--- src/rtl/spi_init_sequencer.sv ---
// spi_init_sequencer
// Runs a small program stored in a synchronous ROM and drives the SPI display pins.
// Each 10-bit instruction word is {op[1:0], payload[7:0]}:
//   00 = send payload as a data byte (dc=1)
//   01 = send payload as a command byte (dc=0)
//   10 = wait payload*DELAY_UNIT clk cycles (a payload of 0 costs no wait)
//   11 = end of program
// Bytes go out MSB first. mosi changes only on sclkNegEdge strobes, and bits are
// counted on sclkPosEdge strobes. Both strobes come from an external serial clock
// generator.
//
// Ports
//   clk          system clock; all state changes on its rising edge
//   reset        asynchronous, active-high; returns every output to idle values
//   start        starts the program at address 0; only looked at while idle
//   sclkPosEdge  1-cycle strobe marking a serial clock rising edge
//   sclkNegEdge  1-cycle strobe marking a serial clock falling edge
//   romAddr      instruction address to the ROM
//   romData      ROM word, valid one clk after romAddr
//   cs           display chip select, active low
//   dc           1 = data, 0 = command
//   mosi         serial data out
//   busy         high while a program is running
//   done         1-cycle pulse when a program finishes
//   overrun      sticky flag: the program ran past the last address with no end opcode
module spi_init_sequencer #(
  parameter int ADDR_W     = 8,
  parameter int DELAY_UNIT = 1000
) (
  input  logic              clk,
  input  logic              reset,
  input  logic              start,
  input  logic              sclkPosEdge,
  input  logic              sclkNegEdge,
  output logic [ADDR_W-1:0] romAddr,
  input  logic [9:0]        romData,
  output logic              cs,
  output logic              dc,
  output logic              mosi,
  output logic              busy,
  output logic              done,
  output logic              overrun
);

  localparam int                CNT_W     = $clog2(255 * DELAY_UNIT + 1);
  localparam logic [CNT_W-1:0]  UNIT_C    = CNT_W'(DELAY_UNIT);
  localparam logic [ADDR_W-1:0] LAST_ADDR = '1;

  typedef enum logic [2:0] {
    IDLE,
    FETCH,
    DECODE,
    SHIFT,
    DELAY,
    DONE
  } state_t;

  state_t            state_reg;
  logic [7:0]        shreg_reg;
  logic [3:0]        bitcnt_reg;
  logic [CNT_W-1:0]  cnt_reg;

  logic [1:0]        op;
  logic [7:0]        payload;
  logic              advance;

  // romData is the word addressed by romAddr, because FETCH waited one cycle for it
  assign op      = romData[9:8];
  assign payload = romData[7:0];

  // These are the three ways an instruction can finish and move to the next address.
  // A byte finishes on its 8th posedge strobe, when bitcnt is still 7.
  assign advance = ((state_reg == SHIFT)  && sclkPosEdge && (bitcnt_reg == 4'd7)) ||
                   ((state_reg == DELAY)  && (cnt_reg == '0)) ||
                   ((state_reg == DECODE) && (op == 2'b10) && (payload == 8'd0));

  always_ff @(posedge clk or posedge reset) begin
    if (reset) begin
      state_reg  <= IDLE;
      romAddr    <= '0;
      cs         <= 1'b1;
      dc         <= 1'b1;
      mosi       <= 1'b0;
      busy       <= 1'b0;
      done       <= 1'b0;
      overrun    <= 1'b0;
      shreg_reg  <= '0;
      bitcnt_reg <= '0;
      cnt_reg    <= '0;
    end else begin
      done <= 1'b0;
      case (state_reg)
        IDLE: begin
          if (start) begin
            romAddr   <= '0;
            overrun   <= 1'b0;
            busy      <= 1'b1;
            state_reg <= FETCH;
          end
        end
        FETCH: state_reg <= DECODE;
        DECODE: begin
          case (op)
            2'b00, 2'b01: begin
              // cs may already be low from the previous byte; it stays low
              shreg_reg  <= payload;
              mosi       <= payload[7];
              dc         <= (op == 2'b00);
              cs         <= 1'b0;
              bitcnt_reg <= '0;
              state_reg  <= SHIFT;
            end
            2'b10: begin
              // For a zero payload, the advance logic below overrides this next state
              cs        <= 1'b1;
              cnt_reg   <= CNT_W'(payload) * UNIT_C - CNT_W'(1);
              state_reg <= DELAY;
            end
            default: begin
              cs        <= 1'b1;
              state_reg <= DONE;
            end
          endcase
        end
        SHIFT: begin
          // A posedge strobe takes priority. Before the first posedge (bitcnt==0),
          // negedge strobes are ignored, so bit 7 stays on mosi until it is sampled.
          if (sclkPosEdge) begin
            bitcnt_reg <= bitcnt_reg + 4'd1;
          end else if (sclkNegEdge && (bitcnt_reg != 4'd0) && (bitcnt_reg < 4'd8)) begin
            shreg_reg <= {shreg_reg[6:0], 1'b0};
            mosi      <= shreg_reg[6];
          end
        end
        DELAY: cnt_reg <= cnt_reg - CNT_W'(1);
        DONE: begin
          done      <= 1'b1;
          busy      <= 1'b0;
          cs        <= 1'b1;
          state_reg <= IDLE;
        end
        default: state_reg <= IDLE;
      endcase

      if (advance) begin
        if (romAddr == LAST_ADDR) begin
          // The program ran past the end without an end opcode
          overrun   <= 1'b1;
          cs        <= 1'b1;
          state_reg <= DONE;
        end else begin
          romAddr   <= romAddr + ADDR_W'(1);
          state_reg <= FETCH;
        end
      end
    end
  end

endmodule
--- config.mk ---
export PLATFORM = sky130hd
export DESIGN_NAME = spi_init_sequencer
export DESIGN_NICKNAME = d
export VERILOG_FILES = /design/src/rtl/spi_init_sequencer.sv
export SDC_FILE = /design/constraint.sdc
export NUM_CORES = 1
export LEC_CHECK = 0
export CAP_MARGIN = 40
export CORE_MARGIN = 2
export CORE_UTILIZATION = 50
export CTS_BUF_LIST = sky130_fd_sc_hd__clkbuf_16
export DETAILED_ROUTE_END_ITERATION = 10
export PLACE_DENSITY = 0.69
export SYNTH_ARGS = -nofsm -noshare
export SYNTH_HDL_FRONTEND = slang
export SYNTH_SLANG_ARGS = --single-unit
export TNS_END_PERCENT = 5
--- constraint.sdc ---
create_clock -name clk -period 3.4 [get_ports clk]
set_clock_uncertainty 0.2 [all_clocks]
set_input_delay 0.85 -clock clk [delete_from_list [all_inputs] [get_ports clk]]
set_output_delay 0.85 -clock clk [all_outputs]
set_load 0.05 [all_outputs]
==> results.tsv <==
metric	value	unit
mean post-synth cell area	9.02	sq um
Distinct cells, synth	62	
I/O Pins	29	
sequential fraction of the synthesis area	27.6	%
CP endpoint kind	register	
Mapped Nets	547	
Setup Crit Path Kind	in2reg	
Max FO, Critical Path	3	
post-synthesis mux area share	2.43	%
Core ar.	8130	sq um
Buffers on Ports	28	
clock buffer count from CTS	5	
placed cell area	5090	sq um
EDFF count, synth	0	
Mapped Cells	463	
WL final	9800	microns
setup ws final	-1.69	ns
Least-Margin Pin Slew	0.905	ns
effective utilization at floorplan	51.3	%
WP data arrival	5.06	ns
Final setup viols	10	
pre-CTS WS	-2.40	ns
Adder-Cell Fraction of Synth Area	24.5	%
vias per inst	5.48	
final core utilization	67.2	%
synthesized area	4170	sq um
failing checks	setup timing	
Crit path largest cell delay	0.54	ns
H-Tree Level Count	2	
minimum clock period	5.09	ns
ys flop type	dfrtp_1	
die footprint	9090	sq um
Layout area overhead	30.9	%
clock-pin transition on the worst setup and hold timing paths	0.07	ns
global-route wire length before repair	16400	microns
CTS tree	done	
power consumption	4600	uW
drt pass-1 iters	5	
simple-gate share of the synthesized area	18.2	%
Synth Area in Compound Gates	16.7	%
status	finished, violations left	
largest family of logic cells by synthesized area	adder cells	
fmax	196	MHz
WL per Instance	14.7	microns
Clock Sinks	46	
Die W	95.4	microns
layout cells sized above 1	23.9	%
hpwl dp	7390	microns
Nets	644	
Relative slew margins	39.4	%
max FFs per register	18	
Congestion Overflow GR	0	
maximum vdd drop	437	uV
max-slew violations	0	
most common library cell in the layout ignoring fill and taps	buf_4	
post-route cell area	5470	sq um
# rows	33	
hold_ws	0.283	ns
initial antenna violation count	0	
Max stage delay cell, worst path	or4_4	
Via Count	3649	
Worst Hold Class	reg2reg	
register bit count reported by yosys	46	
fin crit share	150	%
antenna cells	0	
DRC	0	
PD cells	842	nW/um^2
RePlAce Congestion	0.881	
unrepaired setup endpoints after global routing	yes	
Die Span Y	95.4	microns
largest net degree at the start of global routing	47	
CP Cell Sequence	buf_8, fa_1, inv_1, fa_1, fa_1, fa_1, inv_2, ha_4, or4_4, o21ai_4, a211oi_4, buf_4, a311o_1, a21oi_2, xnor2_2, xnor2_1, o21ai_1	
critical path required time	3.37	ns
commonest non-fill, non-tap cells in the layout	buf_4, dfrtp_1, ha_1	
startpoint types	primary input	
cts hold-fix bufs	0	
DRT iter0 DRCs	147	
most used cell, CP	fa_1	
Max Root-Sink Buffers	2	
synth warn	0	
Post-synth ARST share	100	%
CTS Root Cell	clkbuf_16	
P_leak	0.00251	uW
slack of the worst reg-to-reg path	0.75	ns
Hold Violations, Final	0	
vias in the first global route	3676	
Total Routing Usage GR	22.8	%
Worst-Skew Late Latency	0.29	ns
xor and xnor area share after synthesis	5.04	%
Final ANT Viol Nets	0	
Max Cap Viol	0	
-- power by group --
part	internal [uW]	switching (uW)	leakage, uW
Combinational	1540	1650	0.00188
Sequential	754	184	0.000553
Clock	270	204	0.0000730
Total	2570	2040	0.00251
-- critical path, delay by kind of cell --
kind | cells | cell delay [ns]
AOI/OAI and AO/OA | 5 | 0.80
xor gates and xnor gates | 2 | 0.29
adders and majority gates | 5 | 2.20
buffers and inverters | 4 | 0.35
and+or+nand+nor | 1 | 0.54
-- per-layer routing --
metal	routed length [microns]	part of all wire (%)	global-route usage, %
met1	4250	43	28.8
met2	5100	52	40.9
met3	284	2.9	3.32
met4	171	1.7	5.68
met5	0	0	0
-- path summary, 6_finish.rpt --
check,to,from,cells after the start
setup reg to reg,romAddr[7],state_reg[1],10
setup / recovery,cnt_reg[17],romData[1],17
max in group asynchronous,dc,reset,3
hold / removal,overrun,overrun,2
hold reg to reg,overrun,overrun,2
min in group asynchronous,bitcnt_reg[1],reset,3
-- Yosys cell counts, types with 2 or more instances --
| library cell | number | area share [%] |
|---|---|---|
| o31ai_1 | 2 | 0.36 |
| nor4_1 | 6 | 0.90 |
| a41oi_1 | 2 | 0.42 |
| mux2i_1 | 9 | 2.2 |
| nor2_1 | 35 | 3.1 |
| o21bai_1 | 2 | 0.36 |
| clkbuf_1 | 9 | 0.81 |
| o211ai_1 | 2 | 0.36 |
| nor3b_1 | 2 | 0.36 |
| or2_2 | 3 | 0.45 |
| nand2b_1 | 10 | 1.5 |
| o2111ai_1 | 2 | 0.42 |
| fa_1 | 21 | 10 |
| nand4_1 | 3 | 0.45 |
| o31a_1 | 2 | 0.42 |
| xnor2_1 | 17 | 3.6 |
| nor3_2 | 2 | 0.48 |
| o21ai_0 | 32 | 3.8 |
| a31oi_1 | 4 | 0.60 |
| xor2_1 | 7 | 1.5 |
| or3_1 | 6 | 0.90 |
| a22oi_1 | 3 | 0.54 |
| nor2b_1 | 7 | 1.0 |
| nand2_1 | 33 | 3.0 |
| nor3_1 | 10 | 1.2 |
| a311oi_1 | 2 | 0.42 |
| a211oi_1 | 2 | 0.36 |
| inv_1 | 48 | 4.3 |
| o311ai_0 | 2 | 0.42 |
| o221ai_1 | 2 | 0.42 |
| dfstp_2 | 2 | 1.3 |
| or4_1 | 4 | 0.72 |
| dfrtp_1 | 44 | 26 |
| o21ai_1 | 3 | 0.36 |
| and3_1 | 3 | 0.45 |
| nand3_1 | 9 | 1.1 |
| o21a_1 | 6 | 1.1 |
| a22o_1 | 3 | 0.63 |
| ha_1 | 48 | 14 |
| o22ai_1 | 3 | 0.45 |
| a21oi_1 | 30 | 3.6 |
-- cells by family (layout without fill, tap and decap cells) --
logic type / count (synthesis) / after routing
mux: 10 / 10
fa+ha+maj: 69 / 69
flops: 46 / 46
buf+inv: 59 / 157
simple gates: 144 / 144
xor+xnor: 24 / 24
compound gates: 111 / 111
-- what timing repair did --
action / CTS / global route
buffers inserted: 2 / 0
pin swaps: 31 / 12
resized for setup: 49 / 19
setup endpoints to repair: 11 / 10
-- area by class of cell --
type	instances	area, sq um
clock buffer	5	125
clock inverter	3	16.3
fill	645	2670
inverter	48	180
multi-input combinational	358	3020
sequential	46	1150
tap	105	131
timing repair buffer	101	840
-- metrics by stage --
stage	setup TNS (ns)	instances
6_report	-12.64	666
5_1_grt	-14.40	666
4_1_cts	-12.28	666
3_5_place_dp	-21.49	656
3_3_place_gp	-20.31	656
2_1_floorplan	-12.87	463
No activity file was read; power rests on OpenSTA's default activity.
